===== config.mk =====
export PLATFORM = sky130hd
export DESIGN_NAME = compare_seq_ctrl
export DESIGN_NICKNAME = d
export VERILOG_FILES = /design/src/rtl/compare_seq_ctrl.sv
export SDC_FILE = /design/constraint.sdc
export NUM_CORES = 1
export LEC_CHECK = 0
export CAP_MARGIN = 25
export CORE_AREA = 2 2 65 67
export CTS_BUF_LIST = sky130_fd_sc_hd__clkbuf_4
export DETAILED_ROUTE_END_ITERATION = 7
export DIE_AREA = 0 0 67 69
export DONT_BUFFER_PORTS = 1
export PLACE_DENSITY = 0.85
export REMOVE_ABC_BUFFERS = 1
export SYNTH_ARGS = -nofsm -noshare
export SYNTH_HDL_FRONTEND = slang
export SYNTH_SLANG_ARGS = --single-unit

===== constraint.sdc =====
create_clock -name iClk -period 2.35 [get_ports iClk]
set_input_delay 0.235 -clock iClk [delete_from_list [all_inputs] [get_ports iClk]]
set_output_delay 0.235 -clock iClk [all_outputs]
set_load 0.02 [all_outputs]

===== src/rtl/compare_seq_ctrl.sv =====
`default_nettype none
// ============================================================================
// Module      : compare_seq_ctrl
// Description : Sequential wide-operand magnitude comparator. A single 4-bit
//               cascadable compare slice is reused across the nibbles of two
//               WIDTH-bit operands. Nibbles are walked from LSB to MSB, and
//               each slice result feeds the cascade input of the next nibble.
//               The final result is a one-hot {gt, lt, eq}.
// Ports       : iClk     - clock, rising edge
//               iRst_n   - asynchronous active-low reset
//               iStart   - start request, sampled only in IDLE
//               iAbort   - synchronous abort, effective in RUN and DONE
//               iData_a  - operand A, captured on accepted start
//               iData_b  - operand B, captured on accepted start
//               oBusy    - high whenever not IDLE
//               oDone    - one-cycle pulse, oData has just been updated
//               oData    - {gt, lt, eq}; 000 until the first completion
// Revision    : 1.0 - initial release
// ============================================================================
module compare_seq_ctrl #(
    parameter int WIDTH = 16
) (
    input  logic             iClk,
    input  logic             iRst_n,
    input  logic             iStart,
    input  logic             iAbort,
    input  logic [WIDTH-1:0] iData_a,
    input  logic [WIDTH-1:0] iData_b,
    output logic             oBusy,
    output logic             oDone,
    output logic [2:0]       oData
);

    localparam int NIB   = WIDTH / 4;
    localparam int CNT_W = (NIB > 1) ? $clog2(NIB) : 1;
    localparam logic [CNT_W-1:0] C_LAST = CNT_W'(NIB - 1);

    localparam logic [2:0] C_GT = 3'b100;
    localparam logic [2:0] C_LT = 3'b010;
    localparam logic [2:0] C_EQ = 3'b001;

    typedef enum logic [1:0] {
        S_IDLE = 2'd0,
        S_RUN  = 2'd1,
        S_DONE = 2'd2
    } state_t;

    state_t           r_state;
    logic [WIDTH-1:0] r_op_a;
    logic [WIDTH-1:0] r_op_b;
    logic [CNT_W-1:0] r_cnt;
    logic [2:0]       r_casc;
    logic [2:0]       r_data;

    logic [3:0]       w_na;
    logic [3:0]       w_nb;
    logic [2:0]       w_slice;

    // Nibble selection by the current count.
    always_comb begin
        w_na = 4'd0;
        w_nb = 4'd0;
        for (int i = 0; i < NIB; i++) begin
            if (r_cnt == CNT_W'(i)) begin
                w_na = r_op_a[4*i +: 4];
                w_nb = r_op_b[4*i +: 4];
            end
        end
    end

    // compare_4 slice. On a nibble tie the lower-nibble verdict carries
    // forward; a malformed cascade value collapses to "equal".
    always_comb begin
        w_slice = C_EQ;
        if (w_na > w_nb) begin
            w_slice = C_GT;
        end else if (w_na < w_nb) begin
            w_slice = C_LT;
        end else begin
            case (r_casc)
                C_GT, C_LT, C_EQ: w_slice = r_casc;
                default:          w_slice = C_EQ;
            endcase
        end
    end

    always_ff @(posedge iClk or negedge iRst_n) begin
        if (!iRst_n) begin
            r_state <= S_IDLE;
            r_op_a  <= '0;
            r_op_b  <= '0;
            r_cnt   <= '0;
            r_casc  <= C_EQ;
            r_data  <= 3'b000;
        end else begin
            case (r_state)
                S_IDLE: begin
                    if (iStart) begin
                        r_op_a  <= iData_a;
                        r_op_b  <= iData_b;
                        r_cnt   <= '0;
                        r_casc  <= C_EQ;
                        r_state <= S_RUN;
                    end
                end
                S_RUN: begin
                    // Abort wins over the final-nibble result write.
                    if (iAbort) begin
                        r_state <= S_IDLE;
                    end else begin
                        r_casc <= w_slice;
                        if (r_cnt == C_LAST) begin
                            r_data  <= w_slice;
                            r_state <= S_DONE;
                        end else begin
                            r_cnt <= r_cnt + CNT_W'(1);
                        end
                    end
                end
                S_DONE: begin
                    r_state <= S_IDLE;
                end
                default: begin
                    r_state <= S_IDLE;
                end
            endcase
        end
    end

    assign oBusy = (r_state != S_IDLE);
    assign oDone = (r_state == S_DONE);
    assign oData = r_data;

endmodule
`default_nettype wire

==> results_dict.tcl, run 1 <==
set metrics [dict create \
    status "finished, violations left" \
    violations "setup timing" \
    synth.top_cell.area_share_pct 46.5 \
    grt_pass1_vias 1456 \
    cts_made_buffers 5 \
    start_kind "flop" \
    drt_first_pass_iters 4 \
    yosysSeqAreaShare_pct 47.7 \
    path_class "reg -> reg" \
    cts_tree "yes" \
    ys_ff_latch 42 \
    worstPathMaxFanout 7 \
    max-slew-margin-rel_pct 74.1 \
    synth_top_area_cell "dfrtp_1" \
    post-route-util_pct 68.7 \
    grt_max_degree 43 \
    design_area_um2 2690 \
    endpoint_kind "flop" \
    clock_skew_ns 0.00991 \
    yosys.area_share.simple_pct 9.70 \
    p_int_w 0.00247 \
    setup_viol 2 \
    synthAdderAreaFrac_pct 4.54 \
    postRouteAntennaNets 0 \
    synth_top_family_by_area "multiplexers" \
    num_antenna_cells 0 \
    mostFrequentLayoutCell "dfrtp_1" \
    place.gp.congestion 0.781 \
    holdCritPathClass "in -> reg" \
    synth_edf_count 0 \
    clkPwrFrac_pct 14.2 \
    drt-initial-drc-count 71 \
    synth.mux.area_fraction_pct 21.3 \
    power.density_nw_per_um2 1470 \
    grt_usage_pct 19.3 \
    synth_compound_area_share_pct 12.2 \
    dpl.hpwl_mm 2.96 \
    cp-startpoint "r_cnt[0]$_DFFE_PN0P_" \
    wl_per_cell_um 17.3 \
    numPortBuffers 0 \
    syn_area_um2 2210 \
    finalCriticalPeriod_ns 2.38 \
    layout-drive-gt1-share_pct 37.2 \
    setup_slack_ns -0.0312 \
    peakVddDrop_mv 0.729 \
    yosysWarningCount 0 \
    final_net_count 250 \
    r2r-end "oData[1]$_DFFE_PN0P_" \
    synthTopCellsByArea "dfrtp_1 47%, mux2_4 20%, ha_1 4.5%" \
    hold_depth 1 \
    clk_path_buf_depth 2 \
    max_clock_freq_mhz 420 \
    r2r.worst_path.cells 11 \
    viasPerCell 5.72 \
    worst_slew_pin_slew_ns 0.389 \
    p_leak_nw 1.19 \
    htreeDepth 2 \
    synthArstFlopShare_pct 100 \
    die_x_um 67 \
    crit_required_ns 2.60 \
    wl_mm 4.44 \
    synth_xor_area_share_pct 0.397 \
    cp.arrival_ns 2.63 \
    gr-total-overflow 0 \
    synthFlopType "dfrtp_1" \
    cts.sinks 42 \
    grt_pass1_wl_mm 6.87 \
    die_height_um 69 \
    p_sw_share_pct 37.2 \
    reg2reg_slack_ns -0.03 \
    hp-start "iData_a[3]" \
    maxCapViolCount 0 \
    syn_to_final_growth_pct 21.8 \
    hold_viol_final 0 \
    pwr-share-seq_pct 31.1 \
    holdPathEnd "r_op_a[3]$_DFFE_PN0P_" \
    initial_core_util_pct 56.4 \
    die_area_um2 4620 \
    drc 0 \
    switchingPower_w 0.00146 \
    antenna_found_initial 0 \
    hold_ws_ns 0.0176 \
    fin_crit_sh_pct 101 \
    core_um2 3910 \
    ioPinCount 41 \
    syn_avg_cell_area_um2 12.5 \
    clockRootBuffer "clkbuf_4" \
    synth_cell_types 37 \
    pwr-share-comb_pct 54.7 \
    rows 23 \
    slew_viol_final 0 \
    postPlaceCellArea_um2 2290 \
    synth_cells 177 \
    rsz0062_at_grt "true" \
    clk_pin_slew_worst_paths_ns 0.12 \
    final_cell_mix "41 x dfrtp_1, 29 x mux2_4, 17 x dlygate4sd3_1" \
    timing.rr.start "r_cnt[0]$_DFFE_PN0P_" \
    vias 1469 \
    clock_latency_ns 0.36 \
]
==> per-layer routing <==
metal	part of all wire, %	GRT usage, %
met5	0	0
met4	1.9	6.58
met3	5.8	5.87
met2	49	29.2
met1	44	26.2
==> cell families after synthesis <==
group / Yosys count
AO/OA/AOI/OAI: 42
XOR/XNOR: 1
AND/OR/NAND/NOR: 37
adder cells (fa/ha/maj): 8
buffers and inverters: 15
flip-flops: 42
multiplexers: 32
==> synthesized netlist by cell type, types with 2 or more instances <==
master	n
dfrtp_1	41
mux2_4	29
o21ai_0	15
a21oi_1	11
nand2_1	11
ha_1	8
nor2_1	8
inv_1	7
nor3_1	5
a221oi_1	4
a221o_1	3
buf_8	3
clkbuf_1	3
mux2_2	3
a22o_1	2
buf_2	2
nand2b_1	2
==> worst max-delay path: stages (launching register included) <==
cell	delay (ns)
dfrtp_1	0.44
inv_2	0.05
ha_2	0.18
nor2b_4	0.15
a221oi_1	0.33
nor3_1	0.09
a21oi_1	0.13
ha_1	0.28
and4_4	0.23
buf_4	0.14
a31oi_4	0.18
a21oi_2	0.07
==> worst max path at each step <==
stage	cells past startpoint	slack (ns)	to
after floorplan	10	-0.08	r_casc[2]$_DFFE_PN0P_
after global placement	10	-0.12	r_casc[2]$_DFFE_PN0P_
after detailed placement	10	-0.24	r_casc[2]$_DFFE_PN0P_
after CTS	10	0.006	r_casc[2]$_DFFE_PN0P_
after global routing	11	-0.13	oData[0]$_DFFE_PN0P_
final	11	-0.03	oData[1]$_DFFE_PN0P_
==> cell type report <==
type	count	area, um^2
Clock inverter	3	63.8
Clock buffer	5	37.5
Timing Repair Buffer	30	297
Sequential cell	42	1050
Tap cell	50	62.6
Multi-Input combinational cell	120	1150
Fill cell	299	1230
Inverter	7	26.3
==> repair_timing <==
action	CTS	global route
endpoints found under the hold margin	42	16
gates resized for setup	10	23
hold buffers	2	16
setup buffers	0	2
pin swaps	1	10
endpoints found under the setup margin	6	6
==> registers in the layout (all words and copies together) (netlist names) <==
name     flops
r_op_a      16
r_op_b      16
oData        3
r_casc       3
r_cnt        2
r_state      2
==> power groups by stage <==
stage                     combinational [W]  sequential (W)  clock (W)
final                               0.00215         0.00123   0.000558
after global routing                0.00240         0.00126   0.000614
after CTS                           0.00183         0.00121   0.000565
after detailed placement            0.00167         0.00122          0
after global placement              0.00161         0.00121          0
after floorplan                     0.00122         0.00116          0
==> per-stage QoR <==
step	setup TNS [ns]	cells	power [W]	worst slack, ns
global route	-0.563	257	0.00427	-0.127
detailed placement	-1.15	229	0.00290	-0.242
finish	-0.0483	257	0.00394	-0.0312
floorplan	-0.175	169	0.00238	-0.0788
CTS	0	239	0.00360	0.00584
global placement	-0.434	229	0.00282	-0.123
(Power assumes the default switching activity.)
==> run 2, diff against run 1 <==
CORE_AREA = 2 2 66 68   (was 2 2 65 67)
DIE_AREA = 0 0 68 70   (was 0 0 67 69)
PLACE_DENSITY = 0.83   (was 0.85)
==> results_dict.tcl, run 2 (synthesis results as in run 1) <==
set metrics [dict create \
    numPortBuffers 0 \
    wl_mm 4.38 \
    finalCriticalPeriod_ns 2.32 \
    status "completed" \
    gr-total-overflow 0 \
    antenna_found_initial 0 \
    cts_made_buffers 5 \
    peakVddDrop_mv 0.724 \
    die_height_um 70 \
    endpoint_kind "flop" \
    viasPerCell 5.53 \
    core_um2 4140 \
    clock_latency_ns 0.36 \
    setup-tns-final_ns 0 \
    ioPinCount 41 \
    start_kind "flop" \
    die_x_um 68 \
    grt_usage_pct 20.5 \
    layout-drive-gt1-share_pct 36.1 \
    setup_viol 0 \
    p_sw_share_pct 37.4 \
    initial_core_util_pct 53.2 \
    max-slew-margin-rel_pct 72.3 \
    drt_first_pass_iters 4 \
    p_leak_nw 1.22 \
    final_cell_mix "41 x dfrtp_1, 29 x mux2_4, 27 x dlygate4sd3_1" \
    die_area_um2 4760 \
    switchingPower_w 0.00136 \
    maxCapViolCount 0 \
    cp.arrival_ns 2.57 \
    syn_to_final_growth_pct 24.9 \
    grt_pass1_vias 1542 \
    worst_slew_pin_slew_ns 0.415 \
    path_class "reg -> reg" \
    power.density_nw_per_um2 1320 \
    postRouteAntennaNets 0 \
    nFillCells 321 \
    hp-start "iData_a[13]" \
    dpl.hpwl_mm 2.89 \
    mostFrequentLayoutCell "dfrtp_1" \
    crit_required_ns 2.59 \
    clk_pin_slew_worst_paths_ns 0.11 \
    drc 0 \
    multi_input_area_um2 1140 \
    max_clock_freq_mhz 431 \
    final_net_count 262 \
    pwr-share-seq_pct 33.8 \
    htreeDepth 2 \
    top_regs "r_op_a x16, r_op_b x16" \
    cts.sinks 42 \
    hold_viol_final 0 \
    p_int_w 0.00228 \
    worstPathMaxFanout 6 \
    slew_viol_final 0 \
    cts_tree "yes" \
    rsz0062_at_grt "true" \
    finalPower_w 0.00364 \
    drt-initial-drc-count 125 \
    clock_skew_ns 0.00935 \
    slowest_stage "dfrtp_1" \
    timing.rr.start "r_cnt[0]$_DFFE_PN0P_" \
    pwr-share-comb_pct 56.2 \
    num_antenna_cells 0 \
    post-route-util_pct 66.5 \
    critPathMaxStageDelay_ns 0.41 \
    path_cells "inv_2 -> buf_6 -> ha_4 -> buf_6 -> a221o_1 -> o21ai_1 -> o21ai_1 -> ha_1 -> and4_4 -> buf_4 -> a31oi_2 -> a21oi_1" \
    place.gp.congestion 0.829 \
    rows 24 \
    clk_path_buf_depth 2 \
    instances_no_fill 271 \
    clockRootBuffer "clkbuf_4" \
    dp_cells 231 \
    clkPwrFrac_pct 10.0 \
    holdCritPathClass "in -> reg" \
    vias 1498 \
    wl_per_cell_um 16.2 \
    fin_crit_sh_pct 98.8 \
    cp-startpoint "r_cnt[0]$_DFFE_PN0P_" \
    grt_max_degree 43 \
    seq_area_um2 1050 \
    grt_pass1_wl_mm 7.22 \
]
==> run 2: changes by cell type in the layout (fill, tap and decap cells not counted), sizes merged <==
cell and change:
buf +2, clkinvlp +1, inv -1, bufinv -2, dlygate4sd3 +10, clkbuf +2
==> run 2: cell type report <==
class                      count  share of cell area [%]
clock buffer                   7                    1.91
tap                           52                    2.36
inverter                       7                    1.09
multi-input combinational    120                    41.2
clock inverter                 1                   0.136
sequential                    42                    38.2
timing repair buffer          42                    15.1
==> run 2: worst paths after layout <==
kind,to,slack [ns],cells past startpoint
max,oData[1]$_DFFE_PN0P_,0.03,12
min,r_op_a[13]$_DFFE_PN0P_,0.02,1
max reg2reg,oData[1]$_DFFE_PN0P_,0.03,12
min reg2reg,r_op_b[14]$_DFFE_PN0P_,0.53,1
max in group asynchronous,r_casc[0]$_DFFE_PN1P_,1.76,2
min in group asynchronous,r_op_a[5]$_DFFE_PN0P_,0.32,2
==> run 2: power by group through the flow <==
stage          registers [W]  clock network (W)  logic, W
5_1_grt              0.00126           0.000406   0.00231
3_5_place_dp         0.00122                  0   0.00165
4_1_cts              0.00121           0.000378   0.00182
2_1_floorplan        0.00116                  0   0.00122
3_3_place_gp         0.00122                  0   0.00160
6_report             0.00123           0.000365   0.00205
==> run 2: worst max-delay path: cells and delay by family (launching register included) <==
family,cells,cell delay [ns]
DFF,1,0.41
and+or+nand+nor,1,0.17
buffers and inverters,4,0.44
AOI/OAI and AO/OA,5,0.66
adders and majority gates,2,0.51
==> run 2: metrics by stage <==
| stage | area [um^2] | worst slack (ns) | hold slack, ns |
|---|---|---|---|
| 6_report | 2760 | 0.0284 | 0.0196 |
| 5_1_grt | 2760 | -0.135 | 0.00292 |
| 4_1_cts | 2630 | 0.0134 | 0.000000999 |
| 3_5_place_dp | 2290 | -0.253 | -0.0596 |
| 3_3_place_gp | 2290 | -0.115 | -0.0597 |
| 2_1_floorplan | 2140 | -0.0788 | -0.0606 |
==> run 2: timing repair <==
item | in CTS | in global routing
endpoints found under the hold margin | 64 | 4
hold buffers | 24 | 4
endpoints found under the setup margin | 6 | 6
pin swaps | 1 | 10
gates resized for setup | 11 | 24
setup buffers | 0 | 4
==> run 2: metal layers <==
layer / wire [um] / vias up / global-route usage [%]
met4: 90 / 0 / 9.33
met5: 0 / - / 0
li1: - / 717 / -
met1: 1980 / 727 / 27.4
met3: 306 / 10 / 6.92
met2: 2000 / 44 / 29.8
==> run 3, diff against run 2 <==
CAP_MARGIN = 30   (was 25)
CTS_BUF_LIST = not set   (was sky130_fd_sc_hd__clkbuf_4)
HOLD_SLACK_MARGIN = 0.03   (was not set)
==> results_dict.tcl, run 3 (synthesis results as in run 1) <==
set metrics [dict create \
    status "completed" \
    grt_usage_pct 19.1 \
    postRouteAntennaNets 0 \
    clock_skew_ns 0.00398 \
    place.gp.congestion 0.829 \
    path_class "reg -> reg" \
    holdCritPathClass "in -> reg" \
    hold_ws_ns 0.0793 \
    die_height_um 70 \
    top_regs "r_op_a x16, r_op_b x16" \
    die_area_um2 4760 \
    mostFrequentLayoutCell "dfrtp_1" \
    reg2reg_slack_ns 0.03 \
    finalCriticalPeriod_ns 2.32 \
    setup_slack_ns 0.0299 \
    path_cells "inv_2 -> buf_6 -> ha_4 -> buf_6 -> a221o_1 -> o21ai_1 -> o21ai_1 -> ha_1 -> and4_4 -> o21ai_2 -> a21o_1 -> o21ai_2" \
    power.density_nw_per_um2 1460 \
    setup_viol 0 \
    ioPinCount 41 \
    htreeDepth 2 \
    pwr-share-comb_pct 53.4 \
    max-slew-margin-rel_pct 72.2 \
    final_cell_mix "41 x dfrtp_1, 29 x mux2_4, 11 x nand2_1" \
    critPathMaxStageDelay_ns 0.39 \
    timing.rr.start "r_cnt[0]$_DFFE_PN0P_" \
    gr-total-overflow 0 \
    post-route-util_pct 60.2 \
    cp-startpoint "r_cnt[0]$_DFFE_PN0P_" \
    hold_viol_final 0 \
    layout-drive-gt1-share_pct 38.2 \
    num_antenna_cells 0 \
    clk_path_buf_depth 2 \
    drc 0 \
    syn_to_final_growth_pct 13.1 \
    clk_pin_slew_worst_paths_ns 0.08 \
    numPortBuffers 0 \
    p_int_w 0.00231 \
    cts.sinks 42 \
    grt_pass1_wl_mm 6.78 \
    instances_no_fill 243 \
    drt_first_pass_iters 4 \
    clockRootBuffer "clkbuf_8" \
    peakVddDrop_mv 0.725 \
    r2r.worst_path.cells 12 \
    r2r-end "oData[0]$_DFFE_PN0P_" \
    dp_cells 231 \
    wl_per_cell_um 17.0 \
    clock_latency_ns 0.30 \
    maxCapViolCount 0 \
    dpl.hpwl_mm 2.89 \
    hold_depth 1 \
    die_x_um 68 \
    grt_max_degree 43 \
    rsz0062_at_grt "true" \
    vias 1390 \
    holdPathEnd "r_op_b[2]$_DFFE_PN0P_" \
    setup-tns-final_ns 0 \
    p_leak_nw 1.11 \
    drt-initial-drc-count 88 \
    final_net_count 234 \
    p_sw_share_pct 36.8 \
    nFillCells 336 \
    cts_tree "yes" \
    slew_viol_final 0 \
    clkPwrFrac_pct 13.1 \
    worstPathMaxFanout 6 \
    endpoint_kind "flop" \
    pwr-share-seq_pct 33.6 \
    fin_crit_sh_pct 98.7 \
    hp-start "iData_b[2]" \
    slowest_stage "dfrtp_1" \
    critPathTopFamily "compound AO/OA/AOI/OAI gates" \
    cp.arrival_ns 2.55 \
    pre_cts_ws_ns -0.253 \
    core_um2 4140 \
    wl_mm 4.14 \
    worst_slew_pin_slew_ns 0.416 \
    max_clock_freq_mhz 431 \
    start_kind "flop" \
    antenna_found_initial 0 \
    cts_made_buffers 5 \
    crit_required_ns 2.58 \
    rows 24 \
    initial_core_util_pct 53.2 \
    viasPerCell 5.72 \
    grt_pass1_vias 1442 \
    path_buf_inv 3 \
    switchingPower_w 0.00134 \
]
run 3: cell count changes in the layout (fill, tap and decap cells not counted), sizes merged:
cell,before,now
buf,15,13
clkbuf,7,8
clkinv,1,0
dlygate4sd3,27,1
run 3: how the worst max path moves through the flow:
| stage | endpoint | slack, ns | depth (start not counted) |
|---|---|---|---|
| floorplan | r_casc[2]$_DFFE_PN0P_ | -0.08 | 10 |
| global placement | r_casc[2]$_DFFE_PN0P_ | -0.11 | 10 |
| detailed placement | r_casc[2]$_DFFE_PN0P_ | -0.25 | 10 |
| CTS | r_casc[0]$_DFFE_PN1P_ | 0.02 | 11 |
| global route | oData[0]$_DFFE_PN0P_ | -0.11 | 12 |
| finish | oData[0]$_DFFE_PN0P_ | 0.03 | 12 |
run 3: repair_timing:
item	4_1_cts	5_1_grt
setup buffers	0	2
pin swaps	1	9
gates resized for setup	11	20
gates cloned	0	0
hold endpoints to repair	42	0
hold buffers	2	0
setup endpoints to repair	6	6
run 3: routing by layer:
metal | vias up | routed length (um) | track usage (%)
met5 | - | 0 | 0
met4 | 0 | 64 | 7.78
met3 | 8 | 326 | 7.09
met2 | 39 | 1860 | 26.8
met1 | 681 | 1890 | 26.6
li1 | 662 | - | -
run 3: metrics by stage:
stage / total power (W) / cell area (um^2)
finish: 0.00365 / 2490
global route: 0.00397 / 2490
CTS: 0.00350 / 2440
detailed placement: 0.00287 / 2290
global placement: 0.00282 / 2290
floorplan: 0.00238 / 2140
run 3: final cells by class:
type	instances	area [um^2]	share of cell area (%)
timing repair buffer	14	140	5.62
sequential	42	1050	42.2
inverter	7	30.0	1.20
multi-input combinational	120	1120	44.8
tap	52	65.1	2.61
clock buffer	8	90.1	3.61
run 3: power groups by stage:
| stage | Combinational, W | Clock (W) | Sequential [W] |
|---|---|---|---|
| 6_report | 0.00195 | 0.000477 | 0.00122 |
| 5_1_grt | 0.00219 | 0.000518 | 0.00126 |
| 4_1_cts | 0.00180 | 0.000488 | 0.00122 |
| 3_5_place_dp | 0.00165 | 0 | 0.00122 |
| 3_3_place_gp | 0.00160 | 0 | 0.00122 |
| 2_1_floorplan | 0.00122 | 0 | 0.00116 |
run 3: worst register-to-register path: cells and delay by family (launching register included):
family / cells / cell delay [ns]
compound gates: 6 / 0.81
buf+inv: 3 / 0.31
fa+ha+maj: 2 / 0.49
flops: 1 / 0.39
simple gates: 1 / 0.24
